`src/rtl/restoring_div_32_if.sv`:
```
// Start/busy/done handshake and operand/result bus for the sequential divider.
interface restoring_div_32_if;
  localparam int unsigned WIDTH = 32;

  logic             start;
  logic [WIDTH-1:0] dividend;
  logic [WIDTH-1:0] divisor;
  logic             busy;
  logic             done;
  logic [WIDTH-1:0] q;
  logic [WIDTH-1:0] r;
  logic             dbz;

  modport master (output start, dividend, divisor, input busy, done, q, r, dbz);
  modport slave  (input start, dividend, divisor, output busy, done, q, r, dbz);
endinterface

```
`src/rtl/restoring_div_32.sv`:
```
// Sequential 32-bit unsigned restoring divider, one quotient bit per clock.
// Optional macro RESTORING_DIV_ZERO_CHECK_EN: divisor==0 short-circuits to DONE with dbz=1.

module full_sub_32 (
  input  logic [31:0] x,
  input  logic [31:0] y,
  input  logic        bin,
  output logic [31:0] d,
  output logic        bout
);
  // Borrow out is the sign of the 33-bit difference.
  assign {bout, d} = {1'b0, x} - {1'b0, y} - 33'(bin);
endmodule

module restoring_div_32 (
  input  logic               clk,
  input  logic               rst_n,
  restoring_div_32_if.slave  bus
);
  localparam int unsigned WIDTH = 32;
  localparam int unsigned CNT_W = 6;

  typedef enum logic [1:0] {IDLE, RUN, DONE} state_t;

  state_t           state_q, state_d;
  logic [WIDTH-1:0] p_q, p_d, dq_q, dq_d, dv_q, dv_d, qa_q, qa_d;
  logic [WIDTH-1:0] q_q, q_d, r_q, r_d;
  logic [CNT_W-1:0] cnt_q, cnt_d;
  logic             busy_q, busy_d, done_q, done_d, dbz_q, dbz_d;

  logic             msb, sub_bout, qbit;
  logic [WIDTH-1:0] p_sh, sub_d, p_nx, qa_nx;

  // Trial subtraction on the shifted partial remainder; msb carries bit 32.
  assign {msb, p_sh} = {p_q, dq_q[WIDTH-1]};

  full_sub_32 u_sub (
    .x    (p_sh),
    .y    (dv_q),
    .bin  (1'b0),
    .d    (sub_d),
    .bout (sub_bout)
  );

  assign qbit  = msb | ~sub_bout;
  assign p_nx  = qbit ? sub_d : p_sh;
  assign qa_nx = {qa_q[WIDTH-2:0], qbit};

  always_comb begin
    state_d = state_q;
    p_d     = p_q;
    dq_d    = dq_q;
    dv_d    = dv_q;
    qa_d    = qa_q;
    q_d     = q_q;
    r_d     = r_q;
    cnt_d   = cnt_q;
    busy_d  = busy_q;
    done_d  = 1'b0;
    dbz_d   = dbz_q;
    case (state_q)
      IDLE: begin
        if (bus.start) begin
          dq_d  = bus.dividend;
          dv_d  = bus.divisor;
          p_d   = '0;
          qa_d  = '0;
          cnt_d = CNT_W'(WIDTH);
`ifdef RESTORING_DIV_ZERO_CHECK_EN
          if (bus.divisor == '0) begin
            state_d = DONE;
            cnt_d   = '0;
            q_d     = '1;
            r_d     = bus.dividend;
            dbz_d   = 1'b1;
          end else begin
            state_d = RUN;
            busy_d  = 1'b1;
          end
`else
          state_d = RUN;
          busy_d  = 1'b1;
`endif
        end
      end
      RUN: begin
        p_d   = p_nx;
        dq_d  = {dq_q[WIDTH-2:0], 1'b0};
        qa_d  = qa_nx;
        cnt_d = cnt_q - CNT_W'(1);
        if (cnt_q == CNT_W'(1)) begin
          state_d = DONE;
          busy_d  = 1'b0;
          q_d     = qa_nx;
          r_d     = p_nx;
          dbz_d   = 1'b0;
        end
      end
      DONE: begin
        done_d  = 1'b1;
        state_d = IDLE;
      end
      default: state_d = IDLE;
    endcase
  end

  always_ff @(posedge clk or negedge rst_n) begin
    if (!rst_n) begin
      state_q <= IDLE;
      p_q     <= '0;
      dq_q    <= '0;
      dv_q    <= '0;
      qa_q    <= '0;
      q_q     <= '0;
      r_q     <= '0;
      cnt_q   <= '0;
      busy_q  <= 1'b0;
      done_q  <= 1'b0;
      dbz_q   <= 1'b0;
    end else begin
      state_q <= state_d;
      p_q     <= p_d;
      dq_q    <= dq_d;
      dv_q    <= dv_d;
      qa_q    <= qa_d;
      q_q     <= q_d;
      r_q     <= r_d;
      cnt_q   <= cnt_d;
      busy_q  <= busy_d;
      done_q  <= done_d;
      dbz_q   <= dbz_d;
    end
  end

  assign bus.busy = busy_q;
  assign bus.done = done_q;
  assign bus.q    = q_q;
  assign bus.r    = r_q;
  assign bus.dbz  = dbz_q;
endmodule

```
`src/flat_wrapper.sv`:
```
// flat-port wrapper written by rule: the top's interface ports become plain ports
module restoring_div_32_flat 
  (clk, rst_n, bus_start, bus_dividend, bus_divisor, bus_busy, bus_done, bus_q, bus_r, bus_dbz);
  restoring_div_32_if bus_i ();
  input  logic clk;
  input  logic rst_n;
  input wire logic [$bits(bus_i.start)-1:0] bus_start;
  input wire logic [$bits(bus_i.dividend)-1:0] bus_dividend;
  input wire logic [$bits(bus_i.divisor)-1:0] bus_divisor;
  output wire logic [$bits(bus_i.busy)-1:0] bus_busy;
  output wire logic [$bits(bus_i.done)-1:0] bus_done;
  output wire logic [$bits(bus_i.q)-1:0] bus_q;
  output wire logic [$bits(bus_i.r)-1:0] bus_r;
  output wire logic [$bits(bus_i.dbz)-1:0] bus_dbz;
  assign bus_i.start = bus_start;
  assign bus_i.dividend = bus_dividend;
  assign bus_i.divisor = bus_divisor;
  assign bus_busy = bus_i.busy;
  assign bus_done = bus_i.done;
  assign bus_q = bus_i.q;
  assign bus_r = bus_i.r;
  assign bus_dbz = bus_i.dbz;
  restoring_div_32 u_core (.clk(clk), .rst_n(rst_n), .bus(bus_i));
endmodule
```
`config.mk`:
```
export PLATFORM = sky130hd
export DESIGN_NAME = restoring_div_32_flat
export DESIGN_NICKNAME = d
export VERILOG_FILES = /design/src/rtl/restoring_div_32_if.sv /design/src/rtl/restoring_div_32.sv /design/src/flat_wrapper.sv
export SDC_FILE = /design/constraint.sdc
export NUM_CORES = 1
export LEC_CHECK = 0
export CAP_MARGIN = 30
export CORE_MARGIN = 2
export CORE_UTILIZATION = 50
export DETAILED_ROUTE_END_ITERATION = 10
export PLACE_DENSITY = 0.74
export SYNTH_ARGS = -nofsm -noshare
export SYNTH_HDL_FRONTEND = slang
export SYNTH_SLANG_ARGS = --single-unit
export TNS_END_PERCENT = 50
```
`constraint.sdc`:
```
create_clock -name clk -period 2.9 [get_ports clk]
set_clock_uncertainty 0.1 [all_clocks]
set_input_delay 0.58 -clock clk [delete_from_list [all_inputs] [get_ports clk]]
set_output_delay 0.58 -clock clk [all_outputs]
set_load 0.005 [all_outputs]
```
==> summary.txt <==
Clock tree
  – Clk slew on worst S/H paths: 60 ps
  – Clock Latency Late Sink: 520 ps
  – Hold_buf cts: 0
  – Num CTS Buffers: 23
  – CTS tree: done
  – CTS max path bufs: 3
  – CTS HTree Levels: 1
  – Total clock sinks: 201
  – Clock root cell: clkbuf_16

Synthesis
  – Syn_area_per_cell: 8.91 sq um
  – Unique masters post-synth: 66
  – Synth Flop Type: dfrtp_1
  – Syn Inst Count: 1107
  – Register area share after synthesis: 51.0%
  – Mapped Area: 9870 sq um
  – Flops & latches, synth: 201
  – Syn nets: 1209
  – Synth warnings: 0
  – Async S/R FF share, synth: 100%
  – Number of flops mapped to enable cells by yosys: 0

Power
  – Clock share of power: 15.7%
  – Internal cell power: 10.6 mW
  – Maximum VDD drop: 0.768 mV
  – Combinational share of power: 59.1%
  – Reported net switching power: 7.84 mW
  – P per Cell Area: 1420 nW/um^2
  – Switch share: 42.5%
  – Lkg Pwr: 5.84 nW
  – Sequential power share: 25.2%
  – Tot Pwr: 18.5 mW

Cells and area
  – Fin nets: 1367
  – Area Growth Syn to Fin: 32.0%
  – Commonest non-fill, non-tap cell in the layout: nand2_1
  – Most frequent cells in the layout: 322 x nand2_1, 201 x dfrtp_1, 131 x clkdlybuf4s50_1
  – Number of diodes: 0
  – Share of post-route cells with drive strength above 1: 14.2%

Global route
  – Vias in the first global route: 8273
  – Gr usage total: 24.2%
  – Number of antenna violations at the first check in global routing: 0
  – Largest net degree at the start of global routing: 128
  – Gr ovfl total: 0
  – First-pass GRT wire length: 41000 um

Flow run
  – Max_cap viols: 0

Run status
  – Failing checks: hold timing
  – Status: complete, but fails checks

Timing
  – RSZ-0062 raised after global routing: true
  – Setup violators final: 0
  – Max frequency: 0.349 GHz
  – Hold Slack: -35.3 ps
  – Fin. Hold Viols: 12
  – Period minus WS final: 2860 ps
  – TNS Setup: 0 ps
  – Relative slew slack: 44.3%
  – Fin crit share: 98.7%
  – Slew Viols, Final: 0
  – Worst-Margin Slew: 835 ps

Worst setup path
  – Worst setup EP type: register
  – Startpoint Class: register
  – Max FO, Critical Path: 3
  – Worst EP required: 3190 ps
  – Setup CP Type: register to register
  – Crit path arrival time: 3150 ps

Floorplanning
  – Core area: 19400 sq um
  – Num ports: 134
  – Initial Util: 50.9%
  – Die area: 20900 sq um
  – Die W: 144 um
  – Std cell rows: 51
  – Chip height: 144 um

Drt
  – First-pass iteration count of the detailed router: 5
  – WL/cell: 16.3 um
  – Drt initial violations: 700
  – Routed WL: 25200 um
  – Post-route DRC: 0
  – Antenna Nets Post-Route: 0
  – Via count: 8506
  – Via density: 5.51

Place
  – Port buffer count: 132
  – Detailed Place HPWL: 16400 um
  – RD Place Congestion: 0.898

Min path
  – HP Class: input pin to async pin
## cell families (layout without fill, tap and decap cells)
logic type,Yosys count,in the layout,synth area share [%]
flip-flops,201,201,51.0
AND/OR/NAND/NOR,439,439,18.4
adder cells (fa/ha/maj),35,35,4.51
multiplexers,19,19,1.95
other,1,1,0.0380
XOR/XNOR,16,16,1.42
buffers and inverters,110,283,4.64
AO/OA/AOI/OAI,286,286,18.1
## power groups by stage
stage	combinational [mW]	clock (mW)	sequential [mW]
after global placement	9.10	0	4.61
after floorplan	6.12	0	4.49
after detailed placement	9.32	0	4.64
after global routing	11.9	3.08	4.78
after CTS	9.82	2.95	4.62
final	10.9	2.90	4.66
## per-layer routing
| layer | part of all wire (%) | global-route usage (%) | routed length, um |
|---|---|---|---|
| met5 | 0 | 0 | 0 |
| met4 | 1.5 | 5.93 | 371 |
| met1 | 45 | 34.7 | 11400 |
| met3 | 5.6 | 3.68 | 1410 |
| met2 | 48 | 39.0 | 12000 |
## synth_stat cells, drive strengths merged (5+ instances only)
cell      n  area (sq um)
inv      47           176
mux2i    17           170
ha       34           425
xnor2     9          78.8
xor2      7          61.3
nand3    38           190
or3       5          31.3
a21o     15           113
nand2   322          1210
nor3      8          40.0
o21a      6          46.3
o21ai   140           701
nor2     34           128
nor2b     8          50.1
dfrtp   201          5030
a22oi    31           233
buf      18           113
nor3b     6          45.0
a31oi    12          75.1
clkbuf   45           169
o211ai    6          45.0
a21oi    34           185
## final timing paths
check	depth (start not counted)	slack (ps)	start	endpoint
worst max-delay path	13	40	u_core.dq_q[31]	u_core.p_q[14]
worst min-delay path	1	-40	rst_n	u_core.dv_q[27]
worst max register to register	13	40	u_core.dq_q[31]	u_core.p_q[14]
worst min register to register	2	370	u_core.bus.q[19]	u_core.bus.q[19]
max in group asynchronous	2	1920	rst_n	u_core.qa_q[12]
min in group clk	2	370	u_core.bus.q[19]	u_core.bus.q[19]
## through the flow
stage / area, sq um / utilization (%) / instances / setup slack (ps)
finish: 13000 / 67.2 / 1545 / 37.4
global route: 13000 / 67.2 / 1545 / -56.2
CTS: 12700 / 65.4 / 1544 / -51.5
detailed placement: 11800 / 60.9 / 1504 / -208
global placement: 11800 / 60.8 / 1503 / -235
floorplan: 9870 / - / 1107 / 194
## layout make-up
class,count,area (sq um)
Fill cell,1612,6370
Sequential cell,201,5030
Multi-Input combinational cell,796,4830
Timing Repair Buffer,196,1890
Clock buffer,30,662
Tap cell,265,332
Inverter,47,176
Clock inverter,10,106
## worst max-delay path, cell delays in order, from the launching register on
cell and delay (ps):
dfrtp_1 380, inv_2 80, ha_4 150, fa_2 210
nor2b_2 50, o31a_1 350, buf_4 170, o21bai_4 140
a21boi_2 80, o21ba_2 220, o2111a_1 240, a311oi_2 290
buf_4 180, o21ai_0 70
## sequential cells by signal, indices dropped and copies added (netlist names)
signal,cells
u_core.bus.q,32
u_core.bus.r,32
u_core.dq_q,32
u_core.dv_q,32
u_core.p_q,32
u_core.qa_q,31
u_core.cnt_q,6
u_core.state_q,2
u_core.bus.busy,1
u_core.bus.done,1
## what timing repair did
action	CTS	global route
buffers inserted	0	2
endpoints found under the setup margin	55	64
cloned	0	0
resized for setup	25	58
pin swaps	2	16
endpoints found under the hold margin	0	0
Power figures use the tool's default switching activity.
